`config.mk`:
```
export PLATFORM = sky130hd
export DESIGN_NAME = ps2_device_tx_fifo
export DESIGN_NICKNAME = d
export VERILOG_FILES = /design/src/rtl/ps2_device_tx_fifo.sv
export SDC_FILE = /design/constraint.sdc
export NUM_CORES = 1
export LEC_CHECK = 0
export CORE_MARGIN = 1
export CORE_UTILIZATION = 55
export DETAILED_ROUTE_END_ITERATION = 10
export HOLD_SLACK_MARGIN = 0.05
export PLACE_DENSITY = 0.83
export SLEW_MARGIN = 20
export SYNTH_ARGS = -nofsm -noshare
export SYNTH_HDL_FRONTEND = slang
export SYNTH_SLANG_ARGS = --single-unit
```
`constraint.sdc`:
```
create_clock -name CLOCK_50 -period 3.8 [get_ports CLOCK_50]
set_input_delay 0.38 -clock CLOCK_50 [delete_from_list [all_inputs] [get_ports CLOCK_50]]
set_output_delay 0.38 -clock CLOCK_50 [all_outputs]
set_load 0.01 [all_outputs]
```
`src/rtl/ps2_device_tx_fifo.sv`:
```
// PS/2 device-side transmitter fed by a byte FIFO.
// Frames are start, 8 data bits LSB first, odd parity and stop. Host inhibit aborts a frame, which is then retransmitted.
module ps2_device_tx_fifo #(
   parameter int CLK_DIV    = 2000,
   parameter int GAP_CYCLES = 4000,
   parameter int FIFO_DEPTH = 16
) (
   input  logic                              CLOCK_50,
   input  logic                              reset,
   input  logic                              key_action,
   input  logic [7:0]                        scan_code,
   input  logic                              inhibit,
   output logic                              ps2_clk,
   output logic                              ps2_dat,
   output logic                              busy,
   output logic [$clog2(FIFO_DEPTH+1)-1:0]   count,
   output logic                              full,
   output logic                              overflow
);

   localparam int CW = $clog2(FIFO_DEPTH + 1);
   localparam int AW = $clog2(FIFO_DEPTH);
   localparam int DW = $clog2(CLK_DIV);
   localparam int GW = $clog2(GAP_CYCLES + 1);

   typedef enum logic [1:0] {
      IDLE   = 2'd0,
      BIT_HI = 2'd1,
      BIT_LO = 2'd2,
      GAP    = 2'd3
   } state_t;

   state_t          state_q;
   logic [3:0]      idx_q;
   logic [DW-1:0]   div_q;
   logic [GW-1:0]   gap_q;
   logic [10:0]     frame_q;
   logic            clk_q, dat_q, busy_q;

   logic [7:0]      mem_q [FIFO_DEPTH];
   logic [AW-1:0]   wr_q, wr_d, rd_q, rd_d;
   logic [CW-1:0]   count_q, count_d;
   logic            full_q, full_d, ovf_q, ovf_d;

   logic [7:0]      head_s;
   logic            div_done_s, abort_s, pop_s, push_s;

   assign head_s     = mem_q[rd_q];
   assign div_done_s = (div_q == DW'(CLK_DIV - 1));
   assign abort_s    = inhibit && ((state_q == BIT_HI) || (state_q == BIT_LO)) && (idx_q <= 4'd9);
   assign pop_s      = (state_q == BIT_LO) && div_done_s && (idx_q == 4'd10);
   // A simultaneous pop frees a slot, so a push into a full FIFO is still accepted.
   assign push_s     = key_action && (!full_q || pop_s);

   assign ps2_clk  = clk_q;
   assign ps2_dat  = dat_q;
   assign busy     = busy_q;
   assign count    = count_q;
   assign full     = full_q;
   assign overflow = ovf_q;

   // FIFO pointer, occupancy and overflow next-state
   always_comb begin
      wr_d    = wr_q;
      rd_d    = rd_q;
      count_d = count_q;
      ovf_d   = ovf_q | (key_action && full_q && !pop_s);
      if (push_s) begin
         wr_d = wr_q + AW'(1);
      end else begin
         wr_d = wr_q;
      end
      if (pop_s) begin
         rd_d = rd_q + AW'(1);
      end else begin
         rd_d = rd_q;
      end
      case ({push_s, pop_s})
         2'b10:   count_d = count_q + CW'(1);
         2'b01:   count_d = count_q - CW'(1);
         default: count_d = count_q;
      endcase
      full_d = (count_d == CW'(FIFO_DEPTH));
   end

   // FIFO control registers
   always_ff @(posedge CLOCK_50) begin
      if (reset) begin
         wr_q    <= '0;
         rd_q    <= '0;
         count_q <= '0;
         full_q  <= 1'b0;
         ovf_q   <= 1'b0;
      end else begin
         wr_q    <= wr_d;
         rd_q    <= rd_d;
         count_q <= count_d;
         full_q  <= full_d;
         ovf_q   <= ovf_d;
      end
   end

   // FIFO storage
   always_ff @(posedge CLOCK_50) begin
      if (push_s) begin
         mem_q[wr_q] <= scan_code;
      end
   end

   // Frame serialiser with registered line outputs
   always_ff @(posedge CLOCK_50) begin
      if (reset) begin
         state_q <= IDLE;
         idx_q   <= 4'd0;
         div_q   <= '0;
         gap_q   <= '0;
         frame_q <= 11'h7FF;
         clk_q   <= 1'b1;
         dat_q   <= 1'b1;
         busy_q  <= 1'b0;
      end else begin
         case (state_q)
            IDLE: begin
               if ((count_q != CW'(0)) && !inhibit) begin
                  frame_q <= {1'b1, ~^head_s, head_s, 1'b0};
                  idx_q   <= 4'd0;
                  div_q   <= '0;
                  clk_q   <= 1'b1;
                  dat_q   <= 1'b0;
                  busy_q  <= 1'b1;
                  state_q <= BIT_HI;
               end else begin
                  clk_q  <= 1'b1;
                  dat_q  <= 1'b1;
                  busy_q <= 1'b0;
               end
            end
            BIT_HI: begin
               if (abort_s) begin
                  clk_q   <= 1'b1;
                  dat_q   <= 1'b1;
                  gap_q   <= '0;
                  state_q <= GAP;
               end else if (div_done_s) begin
                  div_q   <= '0;
                  clk_q   <= 1'b0;
                  state_q <= BIT_LO;
               end else begin
                  div_q <= div_q + DW'(1);
               end
            end
            BIT_LO: begin
               if (abort_s) begin
                  clk_q   <= 1'b1;
                  dat_q   <= 1'b1;
                  gap_q   <= '0;
                  state_q <= GAP;
               end else if (div_done_s) begin
                  div_q <= '0;
                  clk_q <= 1'b1;
                  if (idx_q < 4'd10) begin
                     idx_q   <= idx_q + 4'd1;
                     dat_q   <= frame_q[idx_q + 4'd1];
                     state_q <= BIT_HI;
                  end else begin
                     dat_q   <= 1'b1;
                     gap_q   <= '0;
                     state_q <= GAP;
                  end
               end else begin
                  div_q <= div_q + DW'(1);
               end
            end
            GAP: begin
               // The gap is frozen while the host inhibits.
               if (!inhibit) begin
                  if (gap_q == GW'(GAP_CYCLES - 1)) begin
                     busy_q  <= 1'b0;
                     state_q <= IDLE;
                  end else begin
                     gap_q <= gap_q + GW'(1);
                  end
               end else begin
                  gap_q <= gap_q;
               end
            end
            default: begin
               clk_q   <= 1'b1;
               dat_q   <= 1'b1;
               busy_q  <= 1'b0;
               state_q <= IDLE;
            end
         endcase
      end
   end

endmodule

```
# Yosys cells after proc, flatten, opt, wreduce, memory -nomap -nowiden
# Memories as Yosys holds them, arrays and structs flattened. A register that Yosys moved wholly into a read port is not among the register bits.
# Index checks and enable logic that the tools add are counted.
op_classes:
  magnitude_cmp: 3
  addsub: 7
  n_eq_ne: 21
  reduce_logical: 30
  bitwise: 1
  mux: 47
op_table:
  columns: ["operator", "n"]
  rows:
  - ["$mux W12", 6]
  - ["$pmux W12 S3", 1]
  - ["$mux W11", 3]
  - ["$mux W4", 6]
  - ["$pmux W11 S2", 1]
  - ["$mux W2", 8]
  - ["$ne A2 B2 Y1 const B", 8]
  - ["$mux W1", 15]
  - ["$add A12 B1 Y12 const B", 1]
  - ["$add A4 B1 Y4 const B", 3]
  - ["$eq A12 B12 Y1 const B", 1]
  - ["$reduce_and A3 Y1", 4]
  - ["$add A11 B1 Y11 const B", 1]
  - ["$eq A11 B11 Y1 const B", 1]
  - ["$pmux W5 S2", 1]
  - ["$reduce_and A5 Y1", 2]
  - ["$ne A3 B3 Y1 const B", 3]
  - ["$logic_and A1 B1 Y1", 8]
  - ["$pmux W2 S4", 1]
  - ["$pmux W4 S2", 1]
  - ["$reduce_xnor A8 Y1", 1]
  - ["$eq A2 B2 Y1 const B", 3]
  - ["$pmux W1 S3", 2]
  - ["$reduce_and A6 Y1", 1]
  - ["20 further kinds", 27]
word_totals:
  ramBits: 128
  out_inout_bits: 10
  in_bits: 12
  memories: 1
  wordCells: 123
  ff_bits: 57
mem_list:
  columns: ["memory", "words", "width", "read_ports", "rd_ports_with_merged_regs", "wr", "line_no", "rtl"]
  rows:
  - ["mem_q", 16, 8, 1, 1, 1, "40", "logic [7:0] mem_q [FIFO_DEPTH];"]

# Longest topological paths before layout
depth:
  word_depth: 8
  ltp_mapped: 17
  depth_no_buf: 16

# Worst setup path before layout
# No wires, ideal clock.
synth_timing:
  path_type: "flip-flop to flip-flop"
  from: "register div_q[0]"
  to: "register full_q, in the netlist full"
  arrival_ps: 3231
  n_path_buf: 1
  path_stages_with_launch: 18
  setup_slack_ps: 508
  path_cell_list: "dfxtp_1 > ha_1 > nand3_1 > nor3_4 > nand4_1 > a21boi_2 > inv_1 > ha_1 > clkbuf_1 > xor2_1 > ha_1 > a21o_1 > nand2_1 > a21oi_1 > a211oi_1 > or3_1 > a21oi_1 > and4b_1"
synth_via:
  elab_chain_len: 8
  elab_cells_between_ends: 9
  classes_between: "4 x eq/ne; 1 x mux; 4 x reduce/logical"
synth_rtl:
  columns: ["item", "line_no", "rtl"]
  rows:
  - ["start: declaration", "35", "logic [DW-1:0] div_q;"]
  - ["start signal: assignment", "149", "div_q <= div_q + DW'(1);"]
  - ["start signal: assignment", "171", "div_q <= div_q + DW'(1);"]
  - ["$eq A11 B11 Y1 *", "49", "assign div_done_s = (div_q == DW'(CLK_DIV - 1));"]
  - ["$logic_and A1 B1 Y1 * (2 in series)", "51", "assign pop_s = (state_q == BIT_LO) && div_done_s && (idx_q == 4'd10);"]
  - ["$logic_or A1 B1 Y1", "53", "assign push_s = key_action && (!full_q || pop_s);"]
  - ["$logic_and A1 B1 Y1", "53", null]
  - ["$eq A2 B1 Y1 / $eq A2 B2 Y1 (equally long branches)", "78", "case ({push_s, pop_s})"]
  - ["$pmux W5 S2 *", "78", null]
  - ["$eq A5 B5 Y1 *", "83", "full_d = (count_d == CW'(FIFO_DEPTH));"]
  - ["end signal: assignment", "98", "full_q <= full_d;"]
  - ["end: declaration", "43", "logic full_q, full_d, ovf_q, ovf_d;"]
# Mark *: on every way between the ends. The rest lies on a longest branch, timed or not.
# A chain may end at the register's enable or synchronous reset.

# Final worst setup path
layout_timing:
  from: "register div_q[0]"
  to: "register full_q, in the netlist full"
layout_via:
  elab_chain_len: 8
  elab_cells_between_ends: 9
  classes_between: "4 x eq/ne; 1 x mux; 4 x reduce/logical"
layout_rtl:
  columns: ["item", "line_no", "rtl"]
  rows:
  - ["$eq A11 B11 Y1 *", "49", null]
  - ["$logic_and A1 B1 Y1 * (2 in series)", "51", null]
  - ["named net pop_s", "46", "logic div_done_s, abort_s, pop_s, push_s;"]
  - ["$logic_or A1 B1 Y1", "53", null]
  - ["$logic_and A1 B1 Y1", "53", null]
  - ["$eq A2 B1 Y1 / $eq A2 B2 Y1 (equally long branches)", "78", null]
  - ["$pmux W5 S2 *", "78", null]
  - ["$eq A5 B5 Y1 *", "83", null]
# The timed path passes the listed nets; every way through them passes the cells marked *.

==> results.md <==
* Status: completed
* Switching share of power at 0.260
* Synth Flop Type: edfxtp_1
* Placer Congestion at 0.830
* WHS Endpoint: frame_q[6]
* WHS at 474 ps
* Vias in the first global route at 5,077
* Worst-margin pin slew at 910 ps
* Grt ovf at 0
* Post-cts resize count at 0
* Crit path max fanout at 7
* Net switching power at 1.21 mW
* Crit-path max cell delay at 370 ps
* Routed len/inst at 20.5 µm
* Initial DRC Count at 555
* Clock network fraction of total power at 0.381
* Register bit count reported by yosys at 189
* Ant. Diodes at 0
* Setup-failing EPs final at 0
* Max Slew Vio Count at 0
* Post-CTS Hold Fix Bufs at 0
* Remaining DRCs at 0
* Global Route Usage Sum at 0.222
* Area delta synth->final at 10.2%
* Die width at 125 µm
* CTS Buf Count at 17
* Yosys warning total at 0
* Post-synthesis cell count at 579
* Die Y at 125 µm
* Initial DRT Pass Iterations at 5
* Core footprint at 14,600 µm²
* Startpoint Class: flop
* Die area at 15,500 µm²
* Skew final at 9.74 ps
* R2R depth at 15
* Mapped Nets at 610
* Final nets at 634
* Worst skew pair latency at 440 ps
* Comb power frac at 0.125
* WP buf/inv at 1
* TNS Setup at 0 ps
* Sequential Area at 5070 µm²
* Initial antenna violation count at 0
* Reg2Reg Capture Point: full
* Post-CTS setup buffer count at 0
* Row cnt at 44
* Drt via density at 6.10
* Leakage at 3.08 nW
* Max_cap viols at 0
* Worst Hold Launch: frame_q[6]
* Flop pwr share at 0.494
* Syn avg cell area at 14.3 µm²
* Post-synth EDFFs at 128
* Critical Path End Type: flop
* Filler instances at 1,007
* Min Clock Period, post-route at 3590 ps
* Final Hold Vio Count at 0
* Max-slew headroom at 0.388
* Reg2Reg Setup Slack at 210 ps
* Asr flop ratio synth at 0
* Area of the multi-input gates at 2920 µm²
* Netlist cell types at 60
* Worst VDD drop at 0.433 mV
* Largest net degree at the start of global routing at 33
* First-pass GRT wire length at 26,200 µm
* Cell Area, Synth at 8280 µm²
* Htree depth at 4
* CTS tree: built
* Seq/Total Area, Yosys at 0.612
* Hold depth at 1
* Clock Sinks at 189
* PwrDens at 513 nW/µm²
* CP Class: flop to flop
* Root buffer cell: clkbuf_16
* Startpoint of the worst register-to-register path: div_q[0]
* CP top delay family: simple AND/OR/NAND/NOR gates
* Most used cell, CP: ha_1
* Starting Density at 0.567
* Port Buffers at 21
* CP Data Required Time at 4180 ps
* Worst path slowest cell: dfxtp_1
* Crit path arrival time at 3970 ps
* RSZ-0062 raised after global routing: false
* Via count at 4,876
* Share of layout cells above drive strength 1 at 0.125
* IO Count at 22
* Cell Chain, Critical Path: ha_1, nand3_1, nor3_4, nand4_1, inv_1, ha_1, xor2_1, ha_1, a21o_1, nand2_1, a21oi_1, a211oi_1, or3_1, a21oi_1, and4b_1
* DRT antenna net count at 0
* Post-Route WL at 16,400 µm
* Detail Placement HPWL at 10,700 µm
* Hold Path Class: flop to flop
* Int Pwr at 3.46 mW
* CTS Buffer Depth at 2
* Final core occ at 0.625
* Period utilization at 0.945
* Clk slew on worst S/H paths at 70 ps
* F_max at 0.278 GHz
[layout by cell type (no fill, tap or decap), types with 2 or more instances in the layout]
cell type	instances
edfxtp_1	128
and3_1	3
inv_6	2
mux4_2	19
nor2b_1	7
nand4_1	11
xnor2_2	4
nand3b_1	2
nor2_1	60
a21oi_1	31
a211o_1	8
o21ai_0	12
a211oi_1	2
nand3_1	14
xnor2_1	11
clkinv_4	2
clkinv_1	4
nand2b_1	10
nand2_1	31
inv_8	4
clkbuf_16	17
ha_1	19
a22oi_1	12
inv_1	12
or3_1	3
bufinv_16	2
mux2i_1	3
and4_1	2
buf_4	9
dfxtp_1	60
mux4_1	15
o21bai_1	3
nor3_1	11
xor2_1	24
a21o_1	4
a21oi_2	3
o21ai_1	3
clkdlybuf4s50_1	21
a22oi_2	4
[cell usage after synthesis, types with 11 or more instances]
library cell	n	area, µm²
nand2_1	31	116
inv_1	12	45.0
mux4_1	15	394
nand3_1	14	70.1
nor3_1	11	55.1
a21oi_1	31	155
ha_1	19	238
a22oi_1	12	90.1
nor2_1	60	225
xnor2_1	11	96.3
dfxtp_1	61	1220
xor2_1	24	210
o21ai_0	12	60.1
clkbuf_1	11	41.3
nand4_1	11	68.8
mux4_2	19	428
edfxtp_1	128	3840
[how the worst max path moves through the flow]
| stage | slack [ps] | startpoint | end | depth (start not counted) |
|---|---|---|---|---|
| 4_1_cts | 290 | div_q[0] | full | 15 |
| 6_report | 210 | div_q[0] | full | 15 |
| 3_3_place_gp | 560 | div_q[0] | full | 15 |
| 3_5_place_dp | 350 | div_q[0] | full | 15 |
| 2_1_floorplan | 510 | div_q[0] | full | 17 |
| 5_1_grt | 20 | div_q[0] | full | 15 |
[power by group through the flow]
stage               registers [mW]  logic, mW  clock network (mW)
finish                        2.31      0.587                1.78
global route                  2.32      0.640                1.87
CTS                           2.31      0.584                1.80
detailed placement            2.35      0.578                   0
global placement              2.35      0.549                   0
floorplan                     2.34      0.410                   0
[per-layer routing]
layer,up-vias,wire length (µm),track usage
met3,25,910,0.0533
li1,2236,-,-
met1,2454,6610,0.262
met5,-,0,0
met4,0,252,0.0723
met2,161,8660,0.397
[worst reg2reg max path, cell delays in order (launching register included)]
cell,delay (ps)
dfxtp_1,370
ha_1,210
nand3_1,240
nor3_4,310
nand4_1,210
inv_1,260
ha_1,350
xor2_1,190
ha_1,240
a21o_1,140
nand2_1,60
a21oi_1,160
a211oi_1,90
or3_1,330
a21oi_1,180
and4b_1,220
[state kept, by name, indices dropped and copies added (netlist names), named ones only]
| register | flops |
|---|---|
| rd_q | 4 |
| count | 5 |
| mem_q | 128 |
| gap_q | 12 |
| busy | 1 |
| idx_q | 4 |
| wr_q | 4 |
| div_q | 11 |
| full | 1 |
| overflow | 1 |
| ps2_dat | 1 |
| frame_q | 10 |
| state_q | 2 |
| ps2_clk | 1 |
[cell type report]
cell class | instances | share of cell area
clock inverter | 15 | 0.0178
timing repair buffer | 30 | 0.0304
clock buffer | 17 | 0.0466
multi-input combinational | 353 | 0.320
sequential | 189 | 0.555
tap | 184 | 0.0252
inverter | 12 | 0.00494
[per-stage QoR]
stage / area [µm²] / instances / setup slack [ps] / power, mW
floorplan: 8280 / 579 / 508 / 2.75
global placement: 8530 / 768 / 562 / 2.90
detailed placement: 8530 / 768 / 349 / 2.93
CTS: 9120 / 800 / 286 / 4.69
global route: 9120 / 800 / 24.5 / 4.83
finish: 9120 / 800 / 207 / 4.68
[logic make-up after synthesis]
| family | synth area share |
|---|---|
| buffers and inverters | 0.0358 |
| xor gates and xnor gates | 0.0449 |
| muxes | 0.103 |
| adders and majority gates | 0.0287 |
| AOI/OAI and AO/OA | 0.0744 |
| DFF | 0.612 |
| and+or+nand+nor | 0.101 |
Note: power is estimated with default switching activity, not from simulation.
